**config.mk**
```make
export PLATFORM = sky130hd
export DESIGN_NAME = multi_cycle_controller
export DESIGN_NICKNAME = d
export VERILOG_FILES = /design/src/rtl/multi_cycle_controller.sv
export SDC_FILE = /design/constraint.sdc
export NUM_CORES = 1
export LEC_CHECK = 0
export CELL_PAD_IN_SITES_DETAIL_PLACEMENT = 1
export CELL_PAD_IN_SITES_GLOBAL_PLACEMENT = 1
export CORE_ASPECT_RATIO = 1.25
export CORE_UTILIZATION = 39
export CTS_BUF_LIST = sky130_fd_sc_hd__clkbuf_8
export DETAILED_ROUTE_END_ITERATION = 12
export GPL_ROUTABILITY_DRIVEN = 0
export MAX_ROUTING_LAYER = met4
export PLACE_DENSITY_LB_ADDON = 0.1
export SLEW_MARGIN = 0
export SYNTH_ARGS = -nofsm -noshare
export SYNTH_HDL_FRONTEND = slang
export SYNTH_SLANG_ARGS = --single-unit
export TNS_END_PERCENT = 20
```
**constraint.sdc**
```tcl
create_clock -name clk -period 4.6 [get_ports clk]
set_clock_uncertainty 0.1 [all_clocks]
set_input_delay 0.92 -clock clk [delete_from_list [all_inputs] [get_ports clk]]
set_output_delay 0.92 -clock clk [all_outputs]
set_load 0.02 [all_outputs]
```
**src/rtl/multi_cycle_controller.sv**
```systemverilog
// ============================================================================
// Module   : multi_cycle_controller
// Purpose  : Multi-cycle CPU control FSM (FETCH/DECODE/EXEC/MEM/WB) with a
//            memory-wait timeout. Optional instruction counter: PERF_CNT_EN.
// Revision : 1.0 - initial release
// ============================================================================
`default_nettype none

module multi_cycle_controller #(
  parameter int MEM_TIMEOUT = 16,
  parameter int TO_W        = 5,
  parameter int CNT_W       = 32
) (
  input  logic             clk,
  input  logic             rst,
  input  logic [5:0]       opcode,
  input  logic             mem_ready,
  output logic             r_type,
  output logic             alu_src,
  output logic             mem_to_reg,
  output logic             reg_write,
  output logic             reg_write2,
  output logic             mem_read,
  output logic             mem_write,
  output logic             j,
  output logic             jal,
  output logic             beq,
  output logic             bne,
  output logic             ori,
  output logic             lui,
  output logic             pc_write,
  output logic             ir_write,
  output logic [1:0]       alu_op,
  output logic [2:0]       state,
  output logic             instr_done,
  output logic             illegal,
  output logic             bus_error
`ifdef PERF_CNT_EN
  ,
  output logic [CNT_W-1:0] instr_count
`endif
);

  typedef enum logic [2:0] {
    S_FETCH  = 3'd0,
    S_DECODE = 3'd1,
    S_EXEC   = 3'd2,
    S_MEM    = 3'd3,
    S_WB     = 3'd4
  } state_t;

  localparam logic [5:0] c_op_r    = 6'b000000;
  localparam logic [5:0] c_op_lw   = 6'b100011;
  localparam logic [5:0] c_op_sw   = 6'b101011;
  localparam logic [5:0] c_op_beq  = 6'b000100;
  localparam logic [5:0] c_op_bne  = 6'b000101;
  localparam logic [5:0] c_op_j    = 6'b000010;
  localparam logic [5:0] c_op_jal  = 6'b000011;
  localparam logic [5:0] c_op_addi = 6'b001000;
  localparam logic [5:0] c_op_ori  = 6'b001101;
  localparam logic [5:0] c_op_lui  = 6'b001111;

  localparam logic [TO_W-1:0] c_to_last = TO_W'(MEM_TIMEOUT - 1);

  state_t          r_state;
  state_t          w_next;
  logic [5:0]      r_op;
  logic [TO_W-1:0] r_wait;

  logic [5:0] w_op;
  logic       w_is_r, w_is_lw, w_is_sw, w_is_beq, w_is_bne;
  logic       w_is_j, w_is_jal, w_is_addi, w_is_ori, w_is_lui;
  logic       w_waiting, w_timeout;

  // DECODE must branch on the opcode being latched this cycle, not the old op_q
  assign w_op      = (r_state == S_DECODE) ? opcode : r_op;
  assign w_is_r    = (w_op == c_op_r);
  assign w_is_lw   = (w_op == c_op_lw);
  assign w_is_sw   = (w_op == c_op_sw);
  assign w_is_beq  = (w_op == c_op_beq);
  assign w_is_bne  = (w_op == c_op_bne);
  assign w_is_j    = (w_op == c_op_j);
  assign w_is_jal  = (w_op == c_op_jal);
  assign w_is_addi = (w_op == c_op_addi);
  assign w_is_ori  = (w_op == c_op_ori);
  assign w_is_lui  = (w_op == c_op_lui);

  // A ready strobe in the final wait cycle wins over the timeout
  assign w_waiting = (r_state == S_FETCH) || (r_state == S_MEM);
  assign w_timeout = w_waiting && !mem_ready && (r_wait == c_to_last);

  assign state = r_state;

  always_ff @(posedge clk or posedge rst) begin
    if (rst) begin
      r_state <= S_FETCH;
      r_op    <= 6'd0;
      r_wait  <= '0;
    end else begin
      r_state <= w_next;
      if (r_state == S_DECODE)
        r_op <= opcode;
      if ((w_next != r_state) || w_timeout)
        r_wait <= '0;
      else if (w_waiting && !mem_ready)
        r_wait <= r_wait + 1'b1;
    end
  end

  always_comb begin
    w_next     = r_state;
    r_type     = 1'b0;
    alu_src    = 1'b0;
    mem_to_reg = 1'b0;
    reg_write  = 1'b0;
    reg_write2 = 1'b0;
    mem_read   = 1'b0;
    mem_write  = 1'b0;
    j          = 1'b0;
    jal        = 1'b0;
    beq        = 1'b0;
    bne        = 1'b0;
    ori        = 1'b0;
    lui        = 1'b0;
    pc_write   = 1'b0;
    ir_write   = 1'b0;
    alu_op     = 2'b00;
    instr_done = 1'b0;
    illegal    = 1'b0;
    bus_error  = 1'b0;

    case (r_state)
      S_FETCH: begin
        if (mem_ready) begin
          mem_read = 1'b1;
          ir_write = 1'b1;
          pc_write = 1'b1;
          w_next   = S_DECODE;
        end else if (w_timeout) begin
          bus_error = 1'b1;
          w_next    = S_FETCH;
        end else begin
          mem_read = 1'b1;
        end
      end

      S_DECODE: begin
        if (w_is_j) begin
          pc_write   = 1'b1;
          j          = 1'b1;
          instr_done = 1'b1;
          w_next     = S_FETCH;
        end else if (w_is_jal) begin
          pc_write   = 1'b1;
          jal        = 1'b1;
          reg_write  = 1'b1;
          instr_done = 1'b1;
          w_next     = S_FETCH;
        end else if (w_is_r || w_is_lw || w_is_sw || w_is_beq || w_is_bne ||
                     w_is_addi || w_is_ori || w_is_lui) begin
          w_next = S_EXEC;
        end else begin
          illegal = 1'b1;
          w_next  = S_FETCH;
        end
      end

      S_EXEC: begin
        alu_src = w_is_lw || w_is_sw || w_is_addi || w_is_ori || w_is_lui;
        if (w_is_r)
          alu_op = 2'b11;
        else if (w_is_ori)
          alu_op = 2'b10;
        else if (w_is_beq || w_is_bne)
          alu_op = 2'b01;
        else
          alu_op = 2'b00;

        if (w_is_lw || w_is_sw) begin
          w_next = S_MEM;
        end else if (w_is_beq || w_is_bne) begin
          beq        = w_is_beq;
          bne        = w_is_bne;
          instr_done = 1'b1;
          w_next     = S_FETCH;
        end else begin
          w_next = S_WB;
        end
      end

      S_MEM: begin
        if (mem_ready) begin
          if (w_is_lw) begin
            mem_read = 1'b1;
            w_next   = S_WB;
          end else begin
            mem_write  = w_is_sw;
            instr_done = w_is_sw;
            w_next     = S_FETCH;
          end
        end else if (w_timeout) begin
          bus_error = 1'b1;
          w_next    = S_FETCH;
        end else begin
          mem_read  = w_is_lw;
          mem_write = w_is_sw;
        end
      end

      S_WB: begin
        reg_write  = 1'b1;
        mem_to_reg = w_is_lw;
        r_type     = w_is_r;
        reg_write2 = w_is_r;
        ori        = w_is_ori;
        lui        = w_is_lui;
        instr_done = 1'b1;
        w_next     = S_FETCH;
      end

      default: w_next = S_FETCH;
    endcase

    // Strobes stay quiet while reset is held, independent of the clock
    if (rst) begin
      instr_done = 1'b0;
      illegal    = 1'b0;
      bus_error  = 1'b0;
      ir_write   = 1'b0;
      pc_write   = 1'b0;
    end
  end

`ifdef PERF_CNT_EN
  logic [CNT_W-1:0] r_count;

  always_ff @(posedge clk or posedge rst) begin
    if (rst)
      r_count <= '0;
    else if (instr_done)
      r_count <= r_count + 1'b1;
  end

  assign instr_count = r_count;
`endif

endmodule

`default_nettype wire
```
==> results.ini <==
[status]
status=finished clean

[detailed_routing]
avgViaCountPerCell=6.22
routedWlPerCell_um=18.4
top_layer_used=met4
drt-total-wl_um=3920
first_pass_iters=4
first_iter_violations=35
drc=0
vias=1325
wl_met1_um=1620
final_antenna_net_count=0
wl_met3_um=116
met2_length_um=2080

[pwr]
p_int_w=0.000279
power_frac_clock=0.286
swShare=0.379
p_comb_frac=0.330
ir_drop_mv=0.169
leakage_nw=0.606
power.switching_w=0.000171
powerDensity_nw_per_um2=280
pwr-share-seq=0.384
finalPower_w=0.000450

[logic_synthesis]
synth.distinct_cells=47
syn_area_um2=1220
synth_flop_cell=dfrtp_1
syn_nets=159
syn_inst=148
synth_edf_count=0
syn_area_per_cell_um2=8.24
yosysSeqAreaShare=0.287
synth.area.top_cells=dfrtp_1 29%, nor4_1 6.7%, nand2_1 4.3%
synth_common_cells=14 x dfrtp_1, 14 x nand2_1, 13 x nor4_1, 9 x nor2_1, 7 x inv_1
synth_warnings=0
synth-seq-cells=14
async_reset_ff_frac=1.00
yosys.area.top_type_share=0.287
synth_largest_area_cell=dfrtp_1

[cts]
clk_path_buf_depth=2
cts_setup_buffers=0
cts-resized-gates=0
clk_latency_ps=260
cts_root_buf=clkbuf_8
clkSlewWorstSetupHoldPaths_ps=60
cts_sinks=14
hold_buffers=0
h-tree-depth=1
cts_buffers=3
cts_tree=yes

[die]
die_x_um=52.0
start_util=0.414
core_region_area_um2=2950
io_pins=32
die_area_um2=3360
rows=22
die_h_um=64.5

[critical_path]
startpoint_type=input port
worst-path-buf-inv=2
crit_type=input port to output port
cp.depth=6
r2r_cells=4
cp_data_required_time_ps=3580
slowest_delay_ps=610
arrival_ps=3100
crit_slowest_cell=clkdlybuf4s50_1
cp_common_cell=clkdlybuf4s50_1
crit_path_end_kind=output port
crit_chain=clkdlybuf4s50_1 -> nand2b_1 -> or4_1 -> o21ai_0 -> a22o_1 -> clkdlybuf4s50_1
worstPathMaxFanout=8
critPathTopFamily=buffers and inverters

[timing]
fin_tns_setup_ps=0
rsz0062_at_grt=no
report.final.slew_viol_count=0
min_period_over_period=0.896
fmax_mhz=243
slew-limit-headroom=0.413
setup_viol_count_final=0
tightest_slew_ps=881
fin_crit_ps=4120
hold_viol=0

[cells_and_area]
area_delta_synth_final_pct=31.5
drive_gt1_frac=0.102
nNetsFinal=189
antenna_cells=0

[worst_hold_path]
hold_path_depth=2
hp-class=flop to flop

[global_route]
grt_max_degree=19
grt_usage=0.278
antenna_found_initial=0
grt_pass1_wl_um=6870
grt_pass1_vias=1453
grt.overflow.total=0

[flow_run]
maxCapViolCount=0

[placement]
io_buffers=31
hpwl_um=2960

state kept, by name, summed over array words and instances, names as in the netlist:
register	flops
r_op	6
state	3
r_wait	5
metrics by stage:
stage                     instance area [um^2]  instances  hold WS (ps)  utilization  worst slack (ps)
after floorplan                           1220        148           422            -              1170
after global placement                    1550        209           473        0.526               502
after detailed placement                  1550        209           489        0.526               478
after CTS                                 1600        213           503        0.545               468
after global routing                      1600        213           552        0.545               371
final                                     1600        213           509        0.545               477
metal layers:
layer  GRT usage  vias to the layer above
met1       0.311                      667
met2       0.492                       35
met3      0.0258                        9
met5           -                        -
met4       0.115                        0
li1            -                      614
layout make-up:
| cell class | count | area, um^2 |
|---|---|---|
| fill | 352 | 1340 |
| timing repair buffer | 35 | 340 |
| sequential | 14 | 350 |
| inverter | 7 | 26.3 |
| clock buffer | 4 | 55.1 |
| multi-input combinational | 117 | 787 |
| tap | 36 | 45.0 |
path summary, 6_finish.rpt:
check                               start    endpoint  slack (ps)
max in group asynchronous             rst     r_op[4]        3120
worst min-delay path            r_wait[3]   r_wait[3]         510
worst min register to register  r_wait[3]   r_wait[3]         510
min in group asynchronous             rst    state[0]        1080
worst max-delay path            opcode[1]  instr_done         480
worst max register to register   state[1]   r_wait[3]        2320
layout by cell type, fill, tap and decap left out, types with 2 or more instances in the layout:
cell type,instances
clkdlybuf4s50_1,31
nand2_1,14
dfrtp_1,14
nor4_1,13
nor2_1,9
inv_1,7
nand2b_1,6
o21ai_0,6
nor3_1,6
a21oi_1,6
nand3_1,4
and3_1,4
mux2_2,4
or4_1,4
clkbuf_8,4
buf_4,4
xor2_1,3
mux2i_1,3
nor3b_1,3
nand4b_1,2
nor4b_1,2
or2_2,2
a21boi_0,2
ha_1,2
cells by family (layout without fill, tap and decap cells):
family	after synthesis	in the layout	share of synthesized area
and+or+nand+nor	77	77	0.372
buffers and inverters	17	46	0.0677
DFF	14	14	0.287
muxes	8	8	0.0738
AOI/OAI and AO/OA	26	26	0.150
adders and majority gates	2	2	0.0205
xor gates and xnor gates	4	4	0.0287
worst register-to-register path, stage by stage (launching register included):
cell and delay [ps]:
dfrtp_1 670, or3b_2 370, nand2b_1 110, a222oi_1 780
nor4_1 110
power by group through the flow:
stage | registers [W] | clock network (W) | logic (W)
floorplan | 0.000158 | 0 | 0.000108
global placement | 0.000173 | 0 | 0.000142
CTS | 0.000173 | 0.000128 | 0.000149
detailed placement | 0.000175 | 0 | 0.000148
global route | 0.000178 | 0.000135 | 0.000164
finish | 0.000173 | 0.000129 | 0.000149
Note: power is estimated with default switching activity, not from simulation.
